$ cat config.mk
export PLATFORM = sky130hd
export DESIGN_NAME = dcache_flush_ctrl
export DESIGN_NICKNAME = d
export VERILOG_FILES = /design/src/rtl/dcache_pkg.sv /design/src/rtl/dcache_flush_ctrl.sv
export SDC_FILE = /design/constraint.sdc
export NUM_CORES = 1
export LEC_CHECK = 0
export CORE_MARGIN = 3
export CORE_UTILIZATION = 39
export DETAILED_ROUTE_END_ITERATION = 8
export PLACE_DENSITY = 0.85
export REMOVE_ABC_BUFFERS = 1
export SETUP_SLACK_MARGIN = 0.1
export SLEW_MARGIN = 20
export SYNTH_ARGS = -nofsm -noshare
export SYNTH_HDL_FRONTEND = slang
export SYNTH_SLANG_ARGS = --single-unit
$ cat constraint.sdc
create_clock -name clock -period 4.5 [get_ports clock]
set_clock_uncertainty 0.2 [all_clocks]
set_input_delay 1.35 -clock clock [delete_from_list [all_inputs] [get_ports clock]]
set_output_delay 1.35 -clock clock [all_outputs]
set_load 0.005 [all_outputs]
$ cat src/rtl/dcache_pkg.sv
// Shared types and defaults for the dcache control slice.
package dcache_pkg;

  localparam int DCACHE_INDEX_BITS = 8;

  typedef enum logic [2:0] {
    IDLE,
    READ,
    CHECK,
    WB,
    CLEAR,
    DONE
  } flush_state_t;

endpackage

$ cat src/rtl/dcache_flush_ctrl.sv
// Dirty-bit array port arbiter: pipeline passthrough when idle, otherwise a
// flush walker that writes back and clears every dirty line.
module dcache_flush_ctrl
  import dcache_pkg::*;
#(
  parameter int INDEX_BITS = DCACHE_INDEX_BITS
) (
  input  logic                  clock,
  input  logic                  aclr,
  input  logic                  flush_req,
  output logic                  flush_busy,
  output logic                  flush_done,
  output logic                  pipe_stall,
  input  logic                  pipe_rden,
  input  logic [INDEX_BITS-1:0] pipe_rdaddress,
  input  logic                  pipe_wren,
  input  logic [INDEX_BITS-1:0] pipe_wraddress,
  input  logic                  pipe_wdata,
  output logic                  bit_rden,
  output logic [INDEX_BITS-1:0] bit_rdaddress,
  output logic                  bit_wren,
  output logic [INDEX_BITS-1:0] bit_wraddress,
  output logic                  bit_wdata,
  input  logic                  bit_q,
  output logic                  wb_req,
  output logic [INDEX_BITS-1:0] wb_index,
  input  logic                  wb_ack
);

  localparam logic [INDEX_BITS-1:0] LAST_IDX = '1;

  flush_state_t          state;
  logic [INDEX_BITS-1:0] idx;
  logic                  idle;

  always_ff @(posedge clock) begin
    if (aclr) begin
      state <= IDLE;
      idx   <= '0;
    end else begin
      case (state)
        IDLE: if (flush_req) begin
          state <= READ;
          idx   <= '0;
        end
        READ: state <= CHECK;
        CHECK: begin
          if (bit_q)                state <= WB;
          else if (idx == LAST_IDX) state <= DONE;
          else begin
            idx   <= idx + INDEX_BITS'(1);
            state <= READ;
          end
        end
        WB: if (wb_ack) state <= CLEAR;
        CLEAR: begin
          if (idx == LAST_IDX) state <= DONE;
          else begin
            idx   <= idx + INDEX_BITS'(1);
            state <= READ;
          end
        end
        DONE:    state <= IDLE;
        default: state <= IDLE;
      endcase
    end
  end

  // Outside IDLE every array strobe comes from state alone, so wb_ack never
  // reaches the array ports combinationally.
  always_comb begin
    idle          = (state == IDLE);
    flush_busy    = !idle;
    pipe_stall    = !idle;
    flush_done    = (state == DONE);
    wb_req        = (state == WB);
    wb_index      = idx;
    bit_rden      = idle ? pipe_rden      : (state == READ);
    bit_rdaddress = idle ? pipe_rdaddress : idx;
    bit_wren      = idle ? pipe_wren      : (state == CLEAR);
    bit_wraddress = idle ? pipe_wraddress : idx;
    bit_wdata     = idle & pipe_wdata;
  end

endmodule

==> report_table.html <==
<table>
<tr><th>Metric</th><th>Value</th></tr>
<tr><th colspan="2">Critical path</th></tr>
<tr><td>Crit Path Category</td><td>input port to primary output</td></tr>
<tr><td>Cell-by-cell listing of the critical path</td><td>clkdlybuf4s50_1 -&gt; nor2_1 -&gt; nor3_1 -&gt; clkdlybuf4s50_1</td></tr>
<tr><td>CP max FO</td><td>1</td></tr>
<tr><td>Cell type group with the largest total delay on the critical path</td><td>buffers and inverters</td></tr>
<tr><td>Largest stage delay on the critical path</td><td>0.53 ns</td></tr>
<tr><td>Worst r2r path cells</td><td>4</td></tr>
<tr><td>Terminus of the critical flop-to-flop path</td><td>wb_index[5]</td></tr>
<tr><td>Worst Path Required</td><td>2.95 ns</td></tr>
<tr><td>Most used cell along the critical path</td><td>sky130_fd_sc_hd__clkdlybuf4s50_1</td></tr>
<tr><td>Origin of the critical flop-to-flop path</td><td>state[1]</td></tr>
<tr><td>Slowest CP cell</td><td>sky130_fd_sc_hd__clkdlybuf4s50_1</td></tr>
<tr><td>Setup crit end kind</td><td>primary output</td></tr>
<tr><td>Number of buffers and inverters on the critical path</td><td>2</td></tr>
<tr><td>Flop2flop setup slack</td><td>2.62 ns</td></tr>
<tr><td>Data arrival time of the critical path</td><td>2.53 ns</td></tr>
<tr><td>Startpoint of the most critical setup path</td><td>pipe_rden</td></tr>
<tr><td>Path length in cells of the critical path</td><td>4</td></tr>
<tr><td>Critical path startpoint category</td><td>input port</td></tr>
<tr><th colspan="2">CTS</th></tr>
<tr><td>Maximum buffer depth of the clock tree</td><td>2</td></tr>
<tr><td>TritonCTS clock tree</td><td>done</td></tr>
<tr><td>H-tree levels</td><td>1</td></tr>
<tr><td>TritonCTS Sinks</td><td>11</td></tr>
<tr><td>Number of gates resized after CTS</td><td>0</td></tr>
<tr><td>Hold buffers post-CTS</td><td>0</td></tr>
<tr><td>Inserted Clock Buffers</td><td>3</td></tr>
<tr><td>CTS Root Buffer Type</td><td>sky130_fd_sc_hd__clkbuf_4</td></tr>
<tr><td>Worst-path clk slew</td><td>0.07 ns</td></tr>
<tr><td>Clock latency at the later pin of the worst-skew pair</td><td>0.27 ns</td></tr>
<tr><td>Post-CTS Repair Setup Buffers</td><td>0</td></tr>
<tr><th colspan="2">Global route</th></tr>
<tr><td>Initial antenna violation count</td><td>0</td></tr>
<tr><td>Wire length of the first global-routing pass</td><td>4430 um</td></tr>
<tr><td>Global-route total usage across every layer</td><td>0.207</td></tr>
<tr><td>Pin count of the biggest net entering global routing</td><td>19</td></tr>
<tr><td>Number of global-route vias before repair</td><td>1032</td></tr>
<tr><td>Remaining Overflow, GRT</td><td>0</td></tr>
<tr><th colspan="2">Min path</th></tr>
<tr><td>Class of the tightest hold or removal check</td><td>flop to flop</td></tr>
<tr><td>Worst hold path endpoint</td><td>wb_index[1]</td></tr>
<tr><td>Hold path startpoint</td><td>wb_index[1]</td></tr>
<tr><td>Hold Crit Depth</td><td>2</td></tr>
<tr><th colspan="2">Layout</th></tr>
<tr><td>Area grow syn2layout</td><td>65.0%</td></tr>
<tr><td>Diode count</td><td>0</td></tr>
<tr><td>Post-layout instance count excluding filler cells</td><td>212</td></tr>
<tr><td>Total area of multi-input combinational cells</td><td>594 um2</td></tr>
<tr><td>Most frequent standard cell in the layout excluding fill and tap cells</td><td>sky130_fd_sc_hd__clkdlybuf4s50_1</td></tr>
<tr><td>Combined flip-flop and latch cell area</td><td>220 um2</td></tr>
<tr><td>FILL cells</td><td>185</td></tr>
<tr><td>Ratio of cells with drive above 1 in the final layout</td><td>0.0649</td></tr>
<tr><td>Final non-filler cell area</td><td>1450 um2</td></tr>
<tr><td>Total number of nets in the final design</td><td>211</td></tr>
<tr><td>Final core utilization</td><td>0.708</td></tr>
<tr><td>Top library cells by usage in the layout, fill and taps aside</td><td>sky130_fd_sc_hd__clkdlybuf4s50_1 (54), sky130_fd_sc_hd__nand2_1 (46), sky130_fd_sc_hd__dfxtp_1 (11)</td></tr>
<tr><th colspan="2">Power</th></tr>
<tr><td>Register share of total power</td><td>0.345</td></tr>
<tr><td>Fraction of power consumed by the clock network</td><td>0.223</td></tr>
<tr><td>Power share of the combinational group</td><td>0.433</td></tr>
<tr><td>Internal power of the cells</td><td>0.211 mW</td></tr>
<tr><td>Psw</td><td>0.0953 mW</td></tr>
<tr><td>Leakage Power</td><td>0.564 nW</td></tr>
<tr><td>Maximum resistive drop on vdd</td><td>0.187 mV</td></tr>
<tr><td>Power per standard cell area</td><td>212 nW/um2</td></tr>
<tr><td>Overall power</td><td>0.307 mW</td></tr>
<tr><td>Fraction of power spent switching nets</td><td>0.311</td></tr>
<tr><th colspan="2">Synthesis</th></tr>
<tr><td>YS warnings</td><td>0</td></tr>
<tr><td>Post-synth top area share</td><td>0.251</td></tr>
<tr><td>Flip-flop and latch count after synthesis</td><td>11</td></tr>
<tr><td>Synthesized cell area</td><td>876 um2</td></tr>
<tr><td>Number of library cell types mapped by synthesis</td><td>41</td></tr>
<tr><td>Sequential area share after synthesis</td><td>0.251</td></tr>
<tr><td>Mean cell area of the mapped netlist</td><td>6.59 um2</td></tr>
<tr><td>Number of synthesized flops with an enable pin</td><td>0</td></tr>
<tr><td>Most used flip-flop cell after synthesis</td><td>sky130_fd_sc_hd__dfxtp_1</td></tr>
<tr><td>Cell accounting for the most synthesized area</td><td>sky130_fd_sc_hd__dfxtp_1</td></tr>
<tr><td>Syn Inst Count</td><td>133</td></tr>
<tr><td>Largest cells by area after synthesis</td><td>sky130_fd_sc_hd__dfxtp_1 (25%), sky130_fd_sc_hd__nand2_1 (20%), sky130_fd_sc_hd__a21oi_1 (4.0%)</td></tr>
<tr><td>Share of async-settable or async-resettable flops after synthesis</td><td>0</td></tr>
<tr><th colspan="2">Detailed routing</th></tr>
<tr><td>Number of DRC markers after the initial detailed-route iteration</td><td>18</td></tr>
<tr><td>Via total after detailed routing</td><td>1119</td></tr>
<tr><td>Drt first pass iters</td><td>4</td></tr>
<tr><td>Post-detailed-route DRC marker count</td><td>0</td></tr>
<tr><td>Post-Route WL</td><td>2790 um</td></tr>
<tr><td>Vias per cell</td><td>5.28</td></tr>
<tr><td>Post-detailed-route wirelength per cell</td><td>13.1 um</td></tr>
<tr><td>Remaining antenna violation count</td><td>0</td></tr>
<tr><th colspan="2">Placed design</th></tr>
<tr><td>Placement-stage cell area</td><td>1420 um2</td></tr>
<tr><td>Cell total after placement</td><td>208</td></tr>
<tr><td>Number of buffer cells added on primary ports</td><td>54</td></tr>
<tr><td>Final HPWL from detailed placement</td><td>2220 um</td></tr>
<tr><td>Gpl congestion</td><td>0.833</td></tr>
<tr><td>Pre-CTS setup slack</td><td>0.414 ns</td></tr>
<tr><th colspan="2">STA</th></tr>
<tr><td>Hold WS</td><td>0.339 ns</td></tr>
<tr><td>Sum of negative setup slack</td><td>0 ns</td></tr>
<tr><td>Period utilization</td><td>0.907</td></tr>
<tr><td>Final worst-path setup slack</td><td>0.420 ns</td></tr>
<tr><td>Number of pins with negative max-slew slack in the final report</td><td>0</td></tr>
<tr><td>Worst max-slew margin expressed relative to the limit</td><td>0.666</td></tr>
<tr><td>Transition time of the tightest slew-check pin</td><td>0.499 ns</td></tr>
<tr><td>Max frequency</td><td>245 MHz</td></tr>
<tr><td>Setup violators final</td><td>0</td></tr>
<tr><td>Final Hold Viols</td><td>0</td></tr>
<tr><td>Tmin final</td><td>4.08 ns</td></tr>
<tr><td>Setup repair after global routing missed its margin</td><td>false</td></tr>
<tr><th colspan="2">Floorplanning</th></tr>
<tr><td>Initial standard-cell utilization of the core</td><td>0.429</td></tr>
<tr><td>Num ports</td><td>55</td></tr>
<tr><td>Row count</td><td>16</td></tr>
<tr><td>Vertical extent of the die</td><td>53.4 um</td></tr>
<tr><td>Die footprint</td><td>2850 um2</td></tr>
<tr><td>Chip Width</td><td>53.4 um</td></tr>
<tr><td>Core Region</td><td>2040 um2</td></tr>
<tr><th colspan="2">Status</th></tr>
<tr><td>Outcome</td><td>complete, no violations</td></tr>
<tr><th colspan="2">Job</th></tr>
<tr><td>Max-cap violations</td><td>0</td></tr>
</table>
[worst max-delay path by stage]
| stage | to | slack (ns) |
|---|---|---|
| finish | bit_rden | 0.42 |
| floorplan | bit_rdaddress[0] | 1.25 |
| detailed placement | bit_rden | 0.41 |
| global placement | bit_rden | 0.46 |
| global route | bit_rden | 0.34 |
| CTS | bit_rden | 0.41 |
[metal layers]
layer	share of wire	vias up	global-route usage	wire length, um
li1	-	571	-	-
met1	0.41	521	0.257	1140
met2	0.55	20	0.355	1520
met3	0.031	7	0.0620	85
met4	0.013	0	0.0298	36
met5	0	-	0	0
[synth_stat cells (2+ instances only)]
cell / count
sky130_fd_sc_hd__o21a_1: 2
sky130_fd_sc_hd__nand2b_1: 4
sky130_fd_sc_hd__nand4_1: 2
sky130_fd_sc_hd__o21ai_0: 3
sky130_fd_sc_hd__o32ai_1: 2
sky130_fd_sc_hd__dfxtp_1: 11
sky130_fd_sc_hd__nand2_1: 46
sky130_fd_sc_hd__buf_4: 2
sky130_fd_sc_hd__inv_1: 5
sky130_fd_sc_hd__a211oi_1: 2
sky130_fd_sc_hd__nand3_1: 2
sky130_fd_sc_hd__nor2_1: 8
sky130_fd_sc_hd__a221oi_1: 2
sky130_fd_sc_hd__a21oi_1: 7
sky130_fd_sc_hd__nor3_1: 4
sky130_fd_sc_hd__buf_2: 4
sky130_fd_sc_hd__a31oi_1: 3
[logic make-up after synthesis]
| kind of cell | Yosys count | share of synthesized area |
|---|---|---|
| AND/OR/NAND/NOR | 76 | 0.406 |
| flip-flops | 11 | 0.251 |
| adder cells (fa/ha/maj) | 1 | 0.0143 |
| AO/OA/AOI/OAI | 32 | 0.259 |
| buffers and inverters | 13 | 0.0700 |
[layout make-up]
| cell class | count | share of cell area |
|---|---|---|
| inverters | 6 | 0.0156 |
| flip-flops and latches | 11 | 0.152 |
| clock buffers | 4 | 0.0182 |
| multi-input cells | 109 | 0.411 |
| well taps | 27 | 0.0234 |
| repair buffers | 55 | 0.379 |
[tightest hold or removal path: cells and delay by family, from the launching register on]
kind / cells / cell delay (ns)
AO/OA/AOI/OAI: 1 / 0.08
buffers and inverters: 1 / 0.07
flip-flops: 1 / 0.35
[sequential cells by signal, indices dropped and copies added (netlist names)]
signal	count
wb_index	8
state	3
[power by group through the flow]
stage	sequential [mW]	clock [mW]	combinational [mW]
after CTS	0.105	0.0715	0.134
after global placement	0.107	0	0.129
after floorplan	0.106	0	0.0514
after global routing	0.106	0.0758	0.146
after detailed placement	0.108	0	0.133
final	0.106	0.0682	0.133
(Power assumes the default switching activity.)
